`config.mk`:
```
export PLATFORM = sky130hd
export DESIGN_NAME = instr_fetch
export DESIGN_NICKNAME = d
export VERILOG_FILES = /design/src/rtl/fetch_pkg.sv /design/src/rtl/instr_fetch.sv
export SDC_FILE = /design/constraint.sdc
export NUM_CORES = 1
export LEC_CHECK = 0
export BUFFER_PORTS_ARGS = -buffer_cell sky130_fd_sc_hd__clkbuf_2
export CORE_AREA = 5 5 171 91
export DETAILED_ROUTE_END_ITERATION = 12
export DIE_AREA = 0 0 176 96
export PLACE_DENSITY_LB_ADDON = 0.05
export SKIP_CTS_REPAIR_TIMING = 1
export SYNTH_ARGS = -nofsm -noshare
export SYNTH_HDL_FRONTEND = slang
export SYNTH_SLANG_ARGS = --single-unit
```
`constraint.sdc`:
```
create_clock -name clk_i -period 2.55 [get_ports clk_i]
set_input_delay 0.255 -clock clk_i [delete_from_list [all_inputs] [get_ports clk_i]]
set_output_delay 0.255 -clock clk_i [all_outputs]
set_load 0.05 [all_outputs]
```
`src/rtl/fetch_pkg.sv`:
```
// Shared types and constants for the instruction fetch stage and its consumers.
package fetch_pkg;

  localparam int FetchMaxInflight = 2;

  // One instruction FIFO entry: the fetch PC alongside the fetched word.
  typedef struct packed {
    logic [31:0] pc;
    logic [31:0] instr;
  } fetch_entry_t;

  function automatic logic [31:0] word_align(logic [31:0] addr);
    return addr & 32'hFFFF_FFFC;
  endfunction

endpackage

```
`src/rtl/instr_fetch.sv`:
```
// Instruction fetch: issues word reads under a FIFO credit rule and forwards in-order
// responses straight into the instruction FIFO, dropping responses owed to a stale stream.
module instr_fetch
  import fetch_pkg::*;
#(
  parameter logic [31:0] ResetVector = 32'h0000_0000,
  parameter int          MaxInflight = FetchMaxInflight
) (
  input  logic        clk_i,
  input  logic        rst_i,
  input  logic        redirect_valid_i,
  input  logic [31:0] redirect_pc_i,
  output logic        mem_valid_o,
  input  logic        mem_ready_i,
  output logic [31:0] mem_addr_o,
  input  logic        mem_rvalid_i,
  input  logic [31:0] mem_rdata_i,
  output logic        fifo_valid_o,
  output logic [63:0] fifo_data_o,
  input  logic        fifo_ready_i,
  input  logic        fifo_ready_two_i
);

  localparam logic [1:0] MaxCnt = 2'(MaxInflight);

  logic [31:0] req_pc_q, req_pc_d;
  logic [31:0] resp_pc_q, resp_pc_d;
  logic [1:0]  inflight_q, inflight_d;
  logic [1:0]  discard_q, discard_d;
  logic        hold_q, hold_d;

  logic         credit_ok;
  logic         accept;
  logic         resp;
  logic         fresh;
  logic [31:0]  redirect_target;
  fetch_entry_t entry;

  assign redirect_target = word_align(redirect_pc_i);

  // A request may only issue if the FIFO can absorb its response plus any still in flight.
  assign credit_ok = ((inflight_q == 2'd0) && fifo_ready_i) ||
                     ((inflight_q == 2'd1) && fifo_ready_two_i);

  // hold_q keeps an unaccepted request up even if the credit inputs drop meanwhile.
  assign mem_valid_o = !rst_i && !redirect_valid_i && (inflight_q != MaxCnt) &&
                       (hold_q || credit_ok);
  assign mem_addr_o  = req_pc_q;
  assign accept      = mem_valid_o && mem_ready_i;

  // With nothing outstanding a response is a leftover from before reset and is ignored.
  assign resp  = !rst_i && mem_rvalid_i && (inflight_q != 2'd0);
  assign fresh = resp && (discard_q == 2'd0) && !redirect_valid_i;

  assign entry        = '{pc: resp_pc_q, instr: mem_rdata_i};
  assign fifo_valid_o = fresh;
  assign fifo_data_o  = entry;

  always_comb begin
    inflight_d = inflight_q;
    if (accept && !resp) begin
      inflight_d = inflight_q + 2'd1;
    end else if (!accept && resp) begin
      inflight_d = inflight_q - 2'd1;
    end

    req_pc_d  = accept ? req_pc_q + 32'd4 : req_pc_q;
    resp_pc_d = fresh ? resp_pc_q + 32'd4 : resp_pc_q;

    discard_d = discard_q;
    if (resp && (discard_q != 2'd0)) begin
      discard_d = discard_q - 2'd1;
    end

    hold_d = mem_valid_o && !mem_ready_i;

    // Every request still outstanding after this cycle belongs to the old stream.
    if (redirect_valid_i) begin
      req_pc_d  = redirect_target;
      resp_pc_d = redirect_target;
      discard_d = inflight_d;
      hold_d    = 1'b0;
    end
  end

  always_ff @(posedge clk_i) begin
    if (rst_i) begin
      req_pc_q   <= ResetVector;
      resp_pc_q  <= ResetVector;
      inflight_q <= 2'd0;
      discard_q  <= 2'd0;
      hold_q     <= 1'b0;
    end else begin
      req_pc_q   <= req_pc_d;
      resp_pc_q  <= resp_pc_d;
      inflight_q <= inflight_d;
      discard_q  <= discard_d;
      hold_q     <= hold_d;
    end
  end

endmodule
```
==> summary.txt <==
Status
  • Status: finished clean

Detailed routing
  • Initial DRC count: 242
  • Via count: 3934
  • Vias per cell: 5.15
  • Routed Wire Length: 14000 um
  • Router iterations before antenna repair: 4
  • Final ANT Viol Nets: 0
  • Residual DRC: 0
  • DR WL/cell: 18.4 um

Place
  • HPWL after DPL: 10800 um
  • Global placement routability congestion: 0.813
  • Area after DPL: 4610 um2
  • IO Port Bufs: 98
  • Post-place setup slack: 190 ps

Power and ir drop
  • PD cells: 644 nW/um2
  • Peak VDD IR: 0.249 mV
  • Leakage: 1.97 nW
  • Final Power: 0.00315 W

GRT
  • Grt ovf: 0
  • Vias in the first global route: 3845
  • First-pass GRT wire length: 22100 um
  • Antenna violations before repair: 0
  • Pin count of the biggest net entering global routing: 42
  • Overall Global Routing Usage: 0.170

Die
  • Die Wd: 176 um
  • Die Y: 96 um
  • Site Rows: 31
  • Core area: 14000 um2
  • IO Count: 169
  • Die area: 16900 um2
  • Initial Util: 0.290

STA
  • RSZ-0062 raised after global routing: false
  • Final setup viols: 0
  • Minimum clock period: 2380 ps
  • Max Clock Skew: 6.36 ps
  • Max Slew Vio Count: 0
  • Final hold viol count: 0
  • Slew HR: 0.585
  • Tcrit/Tclk final: 0.932
  • Actual slew at the worst max-slew pin: 614 ps
  • Fin worst setup slack: 175 ps
  • Setup TNS: 0 ps
  • Achievable clock frequency: 421 MHz

Layout
  • # diodes: 0
  • Layout area overhead: 20.7%
  • Layout Nets: 656
  • Seq. cell area: 1300 um2
  • Multi-input gate area: 2310 um2
  • FILL cells: 1490
  • Commonest cells after routing, fill and taps aside: clkbuf_2 (98), dfxtp_1 (65), nand2_1 (41)
  • Design area: 4890 um2
  • Layout cells sized above 1: 0.271
  • Commonest non-fill, non-tap cell in the layout: clkbuf_2

Worst setup path
  • Worst r2r dst: resp_pc_q[14]
  • Worst-path cell chain: inv_1 > ha_1 > nand4bb_1 > buf_4 > nor2_1 > clkbuf_2
  • Setup crit start kind: flop
  • Reg-to-reg setup timing slack: 210 ps
  • CP required: 2300 ps
  • Worst-path fanout max: 8
  • Critical Path End Type: primary output
  • Slowest CP cell: dfxtp_1
  • Worst path arrival time: 2120 ps
  • Max stage delay on crit path: 370 ps
  • Worst reg2reg path depth: 6
  • RR Startpoint: inflight_q[1]
  • Setup CP Type: reg -> out
  • Buf+Inv Stages, Crit Path: 3
  • CP Depth: 6
  • Worst path top cell family by delay: buffers and inverters

Synthesis
  • Mean area per synthesized cell: 8.13 um2
  • Syn. warnings: 0
  • Post-synth top flop: dfxtp_1
  • Number of synthesized flops with an enable pin: 0
  • Yosys cell types: 61
  • Post-Synthesis Cells: 498
  • #FFs+latches synth: 65
  • Async set or reset register ratio after synthesis: 0
  • Post-Syn Area: 4050 um2
  • Sequential share of the synthesized area: 0.321

Worst hold path
  • Hold_sp: mem_ready_i
  • Hold depth: 2
  • Hold Path Sink: hold_q
  • Worst hold path type: in -> reg

Flow run
  • Max Cap Viol: 0

Clock network
  • H-tree depth: 3
  • Total CTS buffers: 9
  • Clock Tree Buf Depth: 2
  • CTS tree: built
  • Clock latency on the worst-skew pair: 330 ps
  • CTS Root Cell: clkbuf_16
  • Clock Sinks: 65
  • Clock transition at the registers of the reported paths: 50 ps
power by group:
part           internal [W]  switching (W)  total, W
clock network      0.000672       0.000468   0.00114
registers           0.00110       0.000104   0.00120
logic              0.000253       0.000549  0.000802
total               0.00203        0.00112   0.00315
cell usage after synthesis, types with 2 or more instances:
library cell	n	area [um2]
buf_4	37	278
nand4_1	25	156
nor4_4	3	63.8
o32a_1	2	20.0
and3_1	9	56.3
and4_1	5	43.8
buf_1	2	7.51
a311oi_1	2	17.5
inv_1	18	67.6
o21bai_1	4	30.0
nor3_1	9	45.0
or2_2	2	12.5
o211ai_1	5	37.5
buf_6	2	22.5
nor4_1	3	18.8
o21a_1	3	22.5
nor3_2	2	20.0
dfxtp_1	65	1300
mux2_1	3	33.8
a211oi_1	10	75.1
a31oi_1	11	68.8
clkbuf_1	16	60.1
ha_1	6	75.1
a21boi_1	4	30.0
nand2_1	41	154
o31ai_1	2	15.0
nor3b_1	2	15.0
nor4_2	3	37.5
or3_1	4	25.0
xor2_1	19	166
a21boi_0	13	97.6
nor2_1	40	150
nand3_1	27	135
and2_1	3	18.8
a21oi_1	30	150
o21ai_0	10	50.1
o21ai_1	2	10.0
nand3b_1	3	22.5
a32oi_1	3	26.3
buf_2	4	20.0
xnor2_1	21	184
or4_1	4	30.0
area by class of cell:
class / instances / area share
clock buffer: 11 / 0.0497
multi-input combinational: 356 / 0.472
timing repair buffer: 128 / 0.146
sequential: 65 / 0.266
clock inverter: 4 / 0.00410
inverter: 19 / 0.0146
tap: 181 / 0.0464
metrics by stage:
stage,hold slack (ps),cells,utilization
3_3_place_gp,483,749,0.330
3_5_place_dp,472,749,0.330
2_1_floorplan,332,501,-
4_1_cts,112,764,0.349
6_report,123,764,0.350
5_1_grt,141,764,0.350
flip-flops by register name (all words and copies together) (netlist names):
signal,flops
resp_pc_q,30
inflight_q,2
discard_q,2
mem_addr_o,30
hold_q,1
cell families (layout without fill, tap and decap cells):
| kind of cell | Yosys count | in the layout | synth area share |
|---|---|---|---|
| simple gates | 195 | 195 | 0.275 |
| compound gates | 107 | 107 | 0.174 |
| buf+inv | 80 | 162 | 0.113 |
| flops | 65 | 65 | 0.321 |
| xor+xnor | 40 | 40 | 0.0865 |
| fa+ha+maj | 6 | 6 | 0.0185 |
| mux | 4 | 4 | 0.0108 |
| other cells | 1 | 4 | 0.000926 |
worst max path at each step:
stage | from | end | slack, ps
final | inflight_q[1] | fifo_valid_o | 170
after global routing | inflight_q[0] | resp_pc_q[27] | 10
after CTS | inflight_q[0] | mem_valid_o | 130
after detailed placement | inflight_q[0] | resp_pc_q[14] | 190
after global placement | inflight_q[0] | resp_pc_q[16] | 230
after floorplan | inflight_q[0] | resp_pc_q[31] | 70
per-layer routing:
metal  global-route usage  up-vias  wire length (um)
met5                    0        -                 0
met4               0.0337        0               100
met2                0.233      128              5410
met1                0.255     1863              7480
li1                     -     1929                 -
met3               0.0593       14              1060
Power figures use the tool's default switching activity.
